==> src/rtl/id_stage.sv <==
// Instruction decode stage: control decode, operand read with write-back bypass,
// load-use hazard detection and the ID/EX pipeline register.
module id_stage (
   input  logic        Clk,
   input  logic        Reset,
   input  logic [31:0] IF_ID_Instr,
   input  logic [31:0] IF_ID_PC4,
   input  logic        IF_ID_Valid,
   input  logic        Flush,
   output logic [4:0]  PR1,
   output logic [4:0]  PR2,
   input  logic [31:0] RD1,
   input  logic [31:0] RD2,
   input  logic        WB_Write,
   input  logic [4:0]  WB_WR,
   input  logic [31:0] WB_WD,
   output logic        Stall,
   output logic        ID_EX_Valid,
   output logic [31:0] ID_EX_A,
   output logic [31:0] ID_EX_B,
   output logic [31:0] ID_EX_Imm,
   output logic [31:0] ID_EX_PC4,
   output logic [4:0]  ID_EX_Rs,
   output logic [4:0]  ID_EX_Rt,
   output logic [4:0]  ID_EX_Dest,
   output logic [5:0]  ID_EX_Funct,
   output logic        ID_EX_RegWrite,
   output logic        ID_EX_MemRead,
   output logic        ID_EX_MemWrite,
   output logic        ID_EX_Branch,
   output logic        ID_EX_ALUSrc,
   output logic [1:0]  ID_EX_ALUOp
);

   localparam logic [5:0] OpRType = 6'h00;
   localparam logic [5:0] OpLw    = 6'h23;
   localparam logic [5:0] OpSw    = 6'h2B;
   localparam logic [5:0] OpBeq   = 6'h04;
   localparam logic [5:0] OpAddi  = 6'h08;

   typedef struct packed {
      logic        valid;
      logic [31:0] a;
      logic [31:0] b;
      logic [31:0] imm;
      logic [31:0] pc4;
      logic [4:0]  rs;
      logic [4:0]  rt;
      logic [4:0]  dest;
      logic [5:0]  funct;
      logic        reg_write;
      logic        mem_read;
      logic        mem_write;
      logic        branch;
      logic        alu_src;
      logic [1:0]  alu_op;
   } idex_t;

   idex_t idex_d, idex_q;

   logic [5:0] opcode;
   logic [4:0] rs, rt, rd;
   logic       uses_rt;
   logic       hazard;
   logic       bubble;

   assign opcode = IF_ID_Instr[31:26];
   assign rs     = IF_ID_Instr[25:21];
   assign rt     = IF_ID_Instr[20:16];
   assign rd     = IF_ID_Instr[15:11];
   assign PR1    = rs;
   assign PR2    = rt;

   // rt is a source operand only for R-type, sw and beq; for lw/addi it is the destination.
   assign uses_rt = (opcode == OpRType) || (opcode == OpSw) || (opcode == OpBeq);

   assign hazard = idex_q.valid && idex_q.mem_read && (idex_q.dest != 5'd0) && IF_ID_Valid &&
                   ((idex_q.dest == rs) || ((idex_q.dest == rt) && uses_rt));

   assign Stall  = hazard && !Flush;
   assign bubble = Flush || Stall || !IF_ID_Valid;

   always_comb begin
      idex_d = '0;
      if (!bubble) begin
         idex_d.valid = 1'b1;
         // Register 0 reads as zero and is never bypassed.
         if (rs == 5'd0)                     idex_d.a = 32'd0;
         else if (WB_Write && (WB_WR == rs)) idex_d.a = WB_WD;
         else                                idex_d.a = RD1;
         if (rt == 5'd0)                     idex_d.b = 32'd0;
         else if (WB_Write && (WB_WR == rt)) idex_d.b = WB_WD;
         else                                idex_d.b = RD2;
         idex_d.imm   = {{16{IF_ID_Instr[15]}}, IF_ID_Instr[15:0]};
         idex_d.pc4   = IF_ID_PC4;
         idex_d.rs    = rs;
         idex_d.rt    = rt;
         idex_d.funct = IF_ID_Instr[5:0];
         case (opcode)
            OpRType: begin
               idex_d.reg_write = 1'b1;
               idex_d.dest      = rd;
               idex_d.alu_op    = 2'b10;
            end
            OpLw: begin
               idex_d.reg_write = 1'b1;
               idex_d.mem_read  = 1'b1;
               idex_d.alu_src   = 1'b1;
               idex_d.dest      = rt;
            end
            OpSw: begin
               idex_d.mem_write = 1'b1;
               idex_d.alu_src   = 1'b1;
            end
            OpBeq: begin
               idex_d.branch = 1'b1;
               idex_d.alu_op = 2'b01;
            end
            OpAddi: begin
               idex_d.reg_write = 1'b1;
               idex_d.alu_src   = 1'b1;
               idex_d.dest      = rt;
            end
            default: ;
         endcase
      end
   end

   always_ff @(posedge Clk) begin
      if (Reset) idex_q <= '0;
      else       idex_q <= idex_d;
   end

   assign ID_EX_Valid    = idex_q.valid;
   assign ID_EX_A        = idex_q.a;
   assign ID_EX_B        = idex_q.b;
   assign ID_EX_Imm      = idex_q.imm;
   assign ID_EX_PC4      = idex_q.pc4;
   assign ID_EX_Rs       = idex_q.rs;
   assign ID_EX_Rt       = idex_q.rt;
   assign ID_EX_Dest     = idex_q.dest;
   assign ID_EX_Funct    = idex_q.funct;
   assign ID_EX_RegWrite = idex_q.reg_write;
   assign ID_EX_MemRead  = idex_q.mem_read;
   assign ID_EX_MemWrite = idex_q.mem_write;
   assign ID_EX_Branch   = idex_q.branch;
   assign ID_EX_ALUSrc   = idex_q.alu_src;
   assign ID_EX_ALUOp    = idex_q.alu_op;

endmodule

==> config.mk <==
export PLATFORM = sky130hd
export DESIGN_NAME = id_stage
export DESIGN_NICKNAME = d
export VERILOG_FILES = /design/src/rtl/id_stage.sv
export SDC_FILE = /design/constraint.sdc
export NUM_CORES = 1
export LEC_CHECK = 0
export ABC_CLOCK_PERIOD_IN_PS = 2300
export BUFFER_PORTS_ARGS = -buffer_cell sky130_fd_sc_hd__buf_4
export CELL_PAD_IN_SITES_DETAIL_PLACEMENT = 1
export CELL_PAD_IN_SITES_GLOBAL_PLACEMENT = 1
export CORE_ASPECT_RATIO = 1.5
export CORE_MARGIN = 10
export CORE_UTILIZATION = 30
export CTS_CLUSTER_DIAMETER = 200
export DETAILED_ROUTE_END_ITERATION = 12
export GPL_TIMING_DRIVEN = 1
export PLACE_DENSITY = 0.84
export SYNTH_ARGS = -nofsm -noshare
export SYNTH_HDL_FRONTEND = slang
export SYNTH_SLANG_ARGS = --single-unit
==> constraint.sdc <==
create_clock -name Clk -period 2.3 [get_ports Clk]
set_clock_uncertainty 0.2 [all_clocks]
set_input_delay 0 -clock Clk [delete_from_list [all_inputs] [get_ports Clk]]
set_output_delay 0 -clock Clk [all_outputs]
set_load 0.01 [all_outputs]
* Word-level counts from Yosys, hierarchy flattened
Cells that the tools add are included.
** Word-level totals
- Register bits :: 141
- Bits in latches :: 0
- Bits in writable memories :: 0
- Memory bits (read-only) :: 0
- Output and inout bits :: 168
- Logic and storage cells :: 60
- Memories :: 0
** Operators by class
- $add $sub $neg :: 0
- Multiply operators :: 0
- Divide/modulo/power cells :: 0
- Magnitude comparators :: 0
- Equal/unequal tests :: 8
- Shift operators :: 0
- Multiplexer cells :: 12
- Bitwise gates (word level) :: 0
- Reductions and logical operators :: 25
** Operator list (count)
- $mux W157 :: 1
- $mux W32 :: 4
- $eq A5 B5 Y1 :: 4
- $eq A6 B6 Y1 const B :: 2
- $reduce_or A3 Y1 :: 4
- $logic_not A5 Y1 :: 2
- $pmux W5 S2 :: 1
- $logic_and A1 B1 Y1 :: 8
- $eq A6 B3 Y1 const B :: 1
- $eq A6 B4 Y1 const B :: 1
- $logic_not A6 Y1 :: 1
- $logic_or A1 B1 Y1 :: 5
- $mux W1 :: 5
- $reduce_bool A5 Y1 :: 1
- $pmux W2 S2 :: 1
- $reduce_or A2 Y1 :: 2
- $logic_not A1 Y1 :: 2

* Longest topological paths before layout
Gate-level depths: netlist (run 1).
- Word-level depth :: 10
- Depth in mapped cells :: 7
- Mapped depth without buffers :: 4

* Worst setup path before layout (run 1)
Ideal clock, no wire load.
- Kind :: register to register
- Start point :: register idex_q, in the netlist ID_EX_Dest[1]
- End point :: register idex_q, in the netlist ID_EX_ALUSrc
- Setup time :: 0.100 ns
- Arrival :: 1.755 ns
- Slack :: 0.245 ns
- Cell stages (with the launch flop) :: 7
- Path buffers :: 2
- Clock period less this slack :: 2.055 ns
- Cells stage by stage :: dfxtp_1 -> or4_4 -> o21ai_1 -> and4b_1 -> buf_6 -> buf_6 -> a2111oi_4
** Between the ends
- Longest elaborated chain between the ends :: 8
- Elaborated cells on any way between the ends :: 12
- Classes of those cells :: eq/ne (2); reduce/logical (10)
** Ends and longest elaborated chain
- start, declared :: RTL line 59 : idex_t idex_d, idex_q;
- start signal, assigned :: RTL line 131 : else idex_q <= idex_d;
- $eq A5 B5 Y1 or $reduce_bool A5 Y1 (tied branches) :: RTL line 78, 77
- $logic_and A1 B1 Y1, on equally long branches :: RTL line 78, 77
- $logic_or A1 B1 Y1 or $logic_and A1 B1 Y1 (tied branches) :: RTL line 78, 77
- $logic_and A1 B1 Y1 (*) :: RTL line 77 : assign hazard = idex_q.valid && idex_q.mem_read && (idex_q.dest != 5'd0) && IF_ID_Valid &&
- $logic_and A1 B1 Y1 (*) :: RTL line 80 : assign Stall = hazard && !Flush;
- $logic_or A1 B1 Y1 (*) (2 in series) :: RTL line 81 : assign bubble = Flush || Stall || !IF_ID_Valid;
- $reduce_or A2 Y1 (no source line) (*)
Every way passes the cells marked *; elsewhere a longest branch is shown, timed or not.
A chain may end at the register's enable or synchronous reset.

* Worst setup path after layout (run 1)
- Start point :: register idex_q, in the netlist ID_EX_Dest[3]
- End point :: register idex_q, in the netlist ID_EX_Imm[4]
The elaborated chain is that of the path after synthesis.

==> impl_metrics.tcl, run 1 <==
set metrics [dict create \
    grtUsageTotal 0.2977 \
    rsz0062_at_grt "yes" \
    powerDensity_mw_per_mm2 571.8 \
    p_sw_frac 0.2522 \
    yosysSeqAreaShare 0.4787 \
    ys_ff_latch 135 \
    n_fill_cell 2019 \
    max-vdd-ir-drop_v 0.0003564 \
    critPathMaxFanout 33 \
    avgSynthCellArea_um2 9.150 \
    worst-setup-path-type "flop to flop" \
    syn_inst 617 \
    portBuffers 337 \
    drv_cap 0 \
    vias_per_cell 5.424 \
    worst_pin_slew_ns 0.7498 \
    synth_top_cells_by_area "dfxtp_1 (48%), a211oi_1 (8.5%), nor3_2 (7.1%), nand3_1 (5.9%), o21ai_0 (5.8%)" \
    cts_root_buf "clkbuf_16" \
    path_clk_slew_ns 0.06 \
    clk_path_buf_depth 2 \
    cp-start-kind "flop" \
    numCtsBuffers 17 \
    final-setup-viol-count 30 \
    p_comb_frac 0.168 \
    start_util 0.3044 \
    grt_max_degree 62 \
    hold_class "input pin to flop" \
    cell_internal_pwr_mw 5.006 \
    cts_sinks 135 \
    synth_warnings 0 \
    io-pin-count 338 \
    total_leakage_power_nw 4.922 \
    ant_nets 0 \
    insertion_delay_ns 0.43 \
    worstSetupEndpointType "flop" \
    htree_levels 4 \
    antenna_found_initial 7 \
    layout-drive-gt1-share 0.4312 \
    coreArea_mm2 0.01855 \
    hold_violations 0 \
    power_frac_clock 0.469 \
    setup_ws_ns -0.03482 \
    status "finished with violations" \
    die_area_mm2 0.02482 \
    cts_tree "yes" \
    die_x_um 132.0 \
    pwr-share-seq 0.363 \
    drt-pass1-iter-count 4 \
    pre_cts_ws_ns 0.08582 \
    dp_hpwl_um 20080 \
    synthToLayoutAreaGrowth_pct 107.4 \
    drt_iter0_markers 756 \
    violations "negative setup slack" \
    synthesis.area_mm2 0.005645 \
    final_nets 1319 \
    gp_congestion 0.8398 \
    synth_top_cell_by_area "dfxtp_1" \
    cp.required_ns 2.40 \
    total_power_mw 6.695 \
    drc 0 \
    die_h_um 188.0 \
    globalRouteOverflowTotal 0 \
    grt_pass1_wl_um 56950 \
    grt_pass1_vias 8748 \
    holdWs_ns 0.07616 \
    synth_nets 787 \
    p_sw_mw 1.688 \
    rows 61 \
    wire_per_inst_um 28.51 \
    synth_top_area_share 0.4787 \
    finalCriticalPeriod_ns 2.335 \
    vias 7719 \
    yosysUniqueCellTypes 36 \
    fmax_mhz 428.3 \
    slew_viol_final 0 \
    worstPathArrival_ns 2.44 \
    fin_crit_sh 1.015 \
    maxSlewHeadroom 0.4994 \
    wirelength_um 40570 \
]
==> metrics by stage <==
stage               std cells  setup TNS [ns]  cell area [um2]  utilization
floorplan                 617               0             5645            -
global placement         1144               0             8312       0.4482
detailed placement       1144               0             8312       0.4482
CTS                      1407         -0.1198            11390       0.6140
global route             1423          -2.350            11710       0.6313
finish                   1423         -0.3909            11710       0.6313
==> power groups by stage <==
stage | clock (mW) | sequential [mW] | combinational [mW]
2_1_floorplan | 0 | 2.50 | 0.241
3_3_place_gp | 0 | 2.47 | 0.719
3_5_place_dp | 0 | 2.47 | 0.736
4_1_cts | 3.08 | 2.42 | 1.02
5_1_grt | 3.26 | 2.43 | 1.17
6_report | 3.14 | 2.43 | 1.13
==> sequential cells by signal (all words and copies together), names as in the netlist <==
register / cells
ID_EX_A: 32
ID_EX_ALUOp: 2
ID_EX_ALUSrc: 1
ID_EX_B: 32
ID_EX_Branch: 1
ID_EX_Dest: 5
ID_EX_Imm: 16
ID_EX_MemRead: 1
ID_EX_MemWrite: 1
ID_EX_PC4: 32
ID_EX_RegWrite: 1
ID_EX_Rs: 5
ID_EX_Rt: 5
ID_EX_Valid: 1
==> timing repair <==
item,4_1_cts,5_1_grt
setup endpoints to repair,1,111
gates cloned,2,2
hold endpoints to repair,135,0
pin swaps,3,7
resized for setup,23,42
buffers inserted,3,5
hold buffers,226,0
==> Yosys cell counts <==
cell and number:
dfxtp_1 135, nand3_1 66, o21ai_0 65, a211oi_1 64, nand2_1 62, clkbuf_1 46
nor3_2 40, buf_4 32, nor3_1 24, xnor2_1 15, buf_2 10, nor4_1 9
buf_6 6, a22oi_1 5, nor2_1 5, xor2_1 5, nand4_1 4, o21ai_1 3
a21oi_1 2, and2_1 2, and4_1 2, a2111oi_4 1, a21boi_0 1, and3_1 1
and4b_1 1, nand3b_1 1, nand4b_1 1, nor3b_1 1, nor4_2 1, o211ai_2 1
o21ba_2 1, o31ai_1 1, or3b_2 1, or4_1 1, or4_4 1, or4b_1 1
==> critical path, cell delays in order (launching register included) <==
cell,delay (ns)
dfxtp_4,0.35
buf_4,0.15
xnor2_1,0.25
nand4_1,0.28
buf_4,0.23
nor2_4,0.15
buf_4,0.21
buf_12,0.25
nor3_2,0.11
==> layout make-up <==
cell class / instances / area, um2 / area share
sequential: 135 / 2709 / 0.2314
antenna: 9 / 22.52 / 0.001923
clock inverter: 8 / 167.7 / 0.01432
multi-input combinational: 389 / 2693 / 0.2300
timing repair buffer: 606 / 5320 / 0.4544
clock buffer: 24 / 481.7 / 0.04114
tap: 252 / 315.3 / 0.02693
==> placed cells by master, fill, tap and decap left out, drive strengths merged, types with 4 or more instances in the layout <==
master	n
a22oi	5
xor2	5
nor4	10
nor3	64
nand2	62
nor2	6
o21ai	68
diode	9
bufinv	5
nand3	66
buf	377
clkbuf	26
xnor2	15
dfxtp	135
dlygate4sd3	226
nand4	4
a211oi	64
==> final timing paths <==
check,start,end,slack (ns),cells after the start
worst max-delay path,ID_EX_Dest[3]$_SDFF_PP0_,ID_EX_Imm[4]$_SDFF_PP0_,-0.03,8
worst min-delay path,WB_Write,ID_EX_A[18]$_SDFF_PP0_,0.08,5
worst max register to register,ID_EX_Dest[3]$_SDFF_PP0_,ID_EX_Imm[4]$_SDFF_PP0_,-0.03,8
worst min register to register,ID_EX_Dest[3]$_SDFF_PP0_,ID_EX_Dest[4]$_SDFF_PP0_,0.75,4
==> cells by family (layout without fill, tap and decap cells) <==
family,count (synthesis),after routing,share of synthesized area
compound gates,144,144,0.1653
xor+xnor,20,20,0.03103
buf+inv,94,638,0.09397
flops,135,135,0.4787
other cells,0,9,0
simple gates,224,225,0.2309
==> routing by layer <==
metal / share of wire / wire length [um] / GRT usage / up-vias
met1: 0.33 / 13360 / 0.2831 / 3815
met2: 0.54 / 21930 / 0.5590 / 499
li1: - / - / - / 3250
met4: 0.058 / 2364 / 0.1747 / 0
met3: 0.072 / 2915 / 0.07731 / 155
met5: 0 / 0 / 0 / -
Note: power is estimated with default switching activity, not from simulation.
==> run 2, diff against run 1 <==
--- a/config.mk
+++ b/config.mk
@@ -16,6 +16,7 @@
 export DETAILED_ROUTE_END_ITERATION = 12
 export GPL_TIMING_DRIVEN = 1
 export PLACE_DENSITY = 0.84
+export SETUP_SLACK_MARGIN = 0.02
 export SYNTH_ARGS = -nofsm -noshare
 export SYNTH_HDL_FRONTEND = slang
 export SYNTH_SLANG_ARGS = --single-unit
==> run 2 against run 1 <==
  * The run still ends with negative setup slack left
  * Via count increased by 2.8%
  * Wire length increased by 7.2%
  * Worst hold slack got worse by 0.0052 ns
  * Total power increased by 1.4%
  * Critical path depth decreased by 1
  * Clock-buffer cell count unchanged
  * Critical path type unchanged
  * Highest routed layer unchanged
==> impl_metrics.tcl, run 2 (synthesis gave the netlist of run 1 again) <==
set metrics [dict create \
    status "finished with violations" \
    violations "negative setup slack" \
    grt_pass1_vias 8608 \
    worst-setup-path-type "flop to flop" \
    fin_cells 1434 \
    gp_congestion 0.8398 \
    wirelength_um 43510 \
    cts_tree "yes" \
    drt_iter0_markers 709 \
    placed_cells 1144 \
    rows 61 \
    grt_max_degree 62 \
    final-setup-viol-count 22 \
    ant_nets 0 \
    synthToLayoutAreaGrowth_pct 113.6 \
    total_power_mw 6.792 \
    layout_common_cells "buf_4 (363), dlygate4sd3_1 (226), dfxtp_1 (132)" \
    n_fill_cell 1958 \
    powerDensity_mw_per_mm2 563.2 \
    vias 7933 \
    fin_crit_sh 1.046 \
    globalRouteOverflowTotal 0 \
    layout-drive-gt1-share 0.4606 \
    final_common_cell "buf_4" \
    die_area_mm2 0.02482 \
    numCtsBuffers 17 \
    vias_per_cell 5.532 \
    final_nets 1325 \
    hold_class "input pin to flop" \
    path_clk_slew_ns 0.07 \
    max-vdd-ir-drop_v 0.0004644 \
    fmax_mhz 415.8 \
    htree_levels 4 \
    maxSlewHeadroom 0.5115 \
    cts_sinks 135 \
    wire_per_inst_um 30.34 \
    coreArea_mm2 0.01855 \
    start_util 0.3044 \
    drv_cap 0 \
    cp.required_ns 2.42 \
    rsz0062_at_grt "yes" \
    setup_ws_ns -0.1052 \
    cts_root_buf "clkbuf_16" \
    antenna_found_initial 14 \
    worstSetupEndpointType "flop" \
    worstPathArrival_ns 2.52 \
    clk_path_buf_depth 2 \
    regArea_mm2 0.002711 \
    dp_hpwl_um 20080 \
    worst_pin_slew_ns 0.7318 \
    die_h_um 188.0 \
    die_x_um 132.0 \
    grtUsageTotal 0.2970 \
    critPathMaxFanout 13 \
    hold_violations 0 \
    cp-start-kind "flop" \
    insertion_delay_ns 0.44 \
    drt-pass1-iter-count 5 \
    drc 0 \
    finalCriticalPeriod_ns 2.405 \
    total_leakage_power_nw 4.982 \
    multiInputGateArea_mm2 0.002945 \
    slew_viol_final 0 \
    portBuffers 337 \
    io-pin-count 338 \
    grt_pass1_wl_um 56930 \
]
run 2: changes by cell type in the layout (fill, tap and decap cells not counted), sizes merged:
cell | before | now
buf | 377 | 384
diode | 9 | 14
clkbuf | 26 | 25
run 2: path summary, 6_finish.rpt:
path                       startpoint  slack (ns)                endpoint  depth (start not counted)
min                          WB_Write        0.07  ID_EX_A[20]$_SDFF_PP0_                          5
min reg2reg  ID_EX_Dest[0]$_SDFF_PP0_        0.71  ID_EX_Rs[2]$_SDFF_PP0_                          4
max reg2reg  ID_EX_Dest[2]$_SDFF_PP0_       -0.11   ID_EX_B[1]$_SDFF_PP0_                          7
max          ID_EX_Dest[2]$_SDFF_PP0_       -0.11   ID_EX_B[1]$_SDFF_PP0_                          7
run 2: report_power, final:
group          total [mW]  internal (mW)  switching [mW]
Sequential           2.43           2.40          0.0336
Combinational        1.18          0.609           0.571
Clock                3.18           2.01            1.17
run 2: cell type report:
type | instances | area share
flip-flops and latches | 135 | 0.2248
multi-input cells | 389 | 0.2442
well taps | 252 | 0.02615
clock inverters | 8 | 0.01390
clock buffers | 24 | 0.03995
repair buffers | 612 | 0.4480
diodes | 14 | 0.002905
run 2: worst max-delay path, stage by stage, from the launching register on:
cell and delay [ns]:
dfxtp_4 0.36, or4_4 0.57, o21ai_2 0.13, and4b_4 0.22
buf_4 0.16, buf_12 0.17, buf_6 0.16, a211oi_2 0.30
run 2: repair_timing:
action,4_1_cts,5_1_grt
endpoints found under the setup margin,1,122
buffers inserted,4,11
hold buffers,226,1
gates cloned,2,1
gates resized for setup,26,95
pin swaps,4,29
hold endpoints to repair,135,1
run 2: layer usage:
metal / routed length [um] / global-route usage / up-vias
li1: - / - / 3265
met1: 14150 / 0.2808 / 3905
met2: 23220 / 0.5698 / 572
met3: 3285 / 0.07624 / 191
met4: 2857 / 0.1528 / 0
met5: 0 / 0 / -
run 2: per-stage QoR:
step	util	worst slack [ns]	setup TNS [ns]	hold WS, ns	area (um2)
finish	0.6502	-0.1052	-0.6915	0.07091	12060
global placement	0.4482	0.1539	0	0.03486	8312
detailed placement	0.4482	0.08582	0	0.04023	8312
floorplan	-	0.2454	0	-0.1082	5645
CTS	0.6151	-0.03967	-0.5636	0.02150	11410
global route	0.6502	-0.1723	-2.955	0.06914	12060
==> run 3, diff against run 2 <==
--- a/config.mk
+++ b/config.mk
@@ -17,6 +17,8 @@
 export GPL_TIMING_DRIVEN = 1
 export PLACE_DENSITY = 0.84
 export SETUP_SLACK_MARGIN = 0.02
+export SKIP_LAST_GASP = 1
 export SYNTH_ARGS = -nofsm -noshare
 export SYNTH_HDL_FRONTEND = slang
 export SYNTH_SLANG_ARGS = --single-unit
+export TNS_END_PERCENT = 1
==> run 3 against run 2 <==
  * The flow still finishes with violations (negative setup slack)
  * Design area down 3.3%
  * Setup slack better by 0.0080 ns
  * Critical path depth unchanged
  * Largest power group unchanged
==> impl_metrics.tcl, run 3 (synthesis gave the netlist of run 1 again) <==
set metrics [dict create \
    wirelength_um 40150 \
    drc 0 \
    htree_levels 4 \
    n_fill_cell 1996 \
    cp.required_ns 2.42 \
    cts_tree "yes" \
    placed_cells 1144 \
    grt_util_met2 0.5609 \
    max-vdd-ir-drop_v 0.0004968 \
    synthToLayoutAreaGrowth_pct 106.5 \
    grt_pass1_vias 8695 \
    coreArea_mm2 0.01855 \
    hold_class "input pin to flop" \
    crit_family "simple AND/OR/NAND/NOR gates" \
    fin_crit_sh 1.042 \
    critPathSlowestCell "or4_4" \
    cp-start-kind "flop" \
    powerDensity_mw_per_mm2 573.7 \
    cp-startpoint "ID_EX_Dest[2]$_SDFF_PP0_" \
    portBuffers 337 \
    layout-drive-gt1-share 0.4312 \
    die_area_mm2 0.02482 \
    hold_violations 0 \
    io-pin-count 338 \
    r2r-end "ID_EX_B[30]$_SDFF_PP0_" \
    worstPathArrival_ns 2.51 \
    reg2regPathDepth 7 \
    violations "negative setup slack" \
    vias 7663 \
    grt_pass1_wl_um 55920 \
    slew_viol_final 0 \
    final_util 0.6285 \
    rows 61 \
    drv_cap 0 \
    fmax_mhz 417.2 \
    path_clk_slew_ns 0.07 \
    grt-busiest-layer "met2" \
    final-setup-viol-count 49 \
    maxSlewHeadroom 0.4660 \
    grt_util_met1 0.2726 \
    final_nets 1319 \
    finalCriticalPeriod_ns 2.397 \
    cts_sinks 135 \
    drt_iter0_markers 666 \
    grtUsageTotal 0.2933 \
    layout_common_cells "buf_4 (362), dlygate4sd3_1 (227), dfxtp_1 (132)" \
    crit_path_end "ID_EX_B[30]$_SDFF_PP0_" \
    path_cells "or4_4 -> o21ai_2 -> and4b_4 -> buf_6 -> buf_12 -> buf_4 -> a211oi_1" \
    rsz0062_at_grt "yes" \
    worst_path_largest_cell_delay_ns 0.57 \
    start_util 0.3044 \
    worst-setup-path-type "flop to flop" \
    crit_cells 7 \
    grt_max_degree 62 \
    insertion_delay_ns 0.44 \
    total_leakage_power_nw 4.921 \
    fin_cells 1423 \
    drt-pass1-iter-count 5 \
    crit-reg2reg-launch "ID_EX_Dest[2]$_SDFF_PP0_" \
    antenna_found_initial 9 \
    clk_path_buf_depth 2 \
    ant_nets 0 \
    critPathBufInv 3 \
    worst_pin_slew_ns 0.7999 \
    final_common_cell "buf_4" \
    critPathMaxFanout 13 \
    status "finished with violations" \
    vias_per_cell 5.385 \
    worstSetupEndpointType "flop" \
    die_x_um 132.0 \
    numCtsBuffers 17 \
    reg2reg_slack_ns -0.1 \
    cts_root_buf "clkbuf_16" \
    globalRouteOverflowTotal 0 \
    die_h_um 188.0 \
    setup_ws_ns -0.09719 \
    dp_hpwl_um 20080 \
    grtUsageMet3 0.07945 \
    gp_congestion 0.8398 \
    wire_per_inst_um 28.21 \
]
==> run 3: power breakdown <==
part | total (mW) | switching [mW] | internal, mW
combinational | 1.12 | 0.524 | 0.597
sequential | 2.43 | 0.0313 | 2.40
clock | 3.14 | 1.13 | 2.01
==> run 3: timing repair <==
item,4_1_cts,5_1_grt
resized for setup,12,46
hold buffers,227,0
hold endpoints to repair,135,0
endpoints found under the setup margin,1,118
cloned,2,1
setup buffers,4,4
pin swaps,4,5
==> run 3: layer usage <==
metal | wire length [um] | share of wire | vias up
li1 | - | - | 3254
met1 | 13460 | 0.34 | 3805
met2 | 21580 | 0.54 | 453
met3 | 2785 | 0.069 | 151
met4 | 2319 | 0.058 | 0
met5 | 0 | 0 | -
==> run 3: how the worst min path moves through the flow <==
stage | end | depth (start not counted) | start | slack, ns
floorplan | PR1[0] | 1 | IF_ID_Instr[21] | -0.11
global placement | ID_EX_PC4[2]$_SDFF_PP0_ | 3 | IF_ID_PC4[2] | 0.03
detailed placement | ID_EX_PC4[2]$_SDFF_PP0_ | 3 | IF_ID_PC4[2] | 0.04
CTS | ID_EX_A[0]$_SDFF_PP0_ | 5 | WB_Write | 0.02
global route | ID_EX_A[27]$_SDFF_PP0_ | 5 | WB_Write | 0.08
finish | ID_EX_A[8]$_SDFF_PP0_ | 5 | WB_Write | 0.07
==> run 3: through the flow <==
stage | hold slack (ns) | setup TNS (ns) | cell area [um2] | worst slack (ns) | power (mW)
floorplan | -0.1082 | 0 | 5645 | 0.2454 | 2.740
global placement | 0.03486 | 0 | 8312 | 0.1539 | 3.189
detailed placement | 0.04023 | 0 | 8312 | 0.08582 | 3.208
CTS | 0.02055 | -0.5258 | 11350 | -0.03967 | 6.523
global route | 0.08051 | -3.498 | 11660 | -0.1433 | 6.849
finish | 0.06923 | -1.146 | 11660 | -0.09719 | 6.687
==> run 3: area by class of cell <==
type / instances / area, um2 / share of cell area
diodes: 9 / 22.52 / 0.001932
clock buffers: 24 / 481.7 / 0.04133
clock inverters: 8 / 167.7 / 0.01438
multi-input cells: 389 / 2676 / 0.2296
flip-flops and latches: 135 / 2711 / 0.2326
well taps: 252 / 315.3 / 0.02705
repair buffers: 606 / 5281 / 0.4531
==> run 3: worst reg2reg max path: stages (launching register included) <==
cell	delay [ns]
dfxtp_4	0.35
or4_4	0.57
o21ai_2	0.13
and4b_4	0.23
buf_6	0.14
buf_12	0.15
buf_4	0.19
a211oi_1	0.31
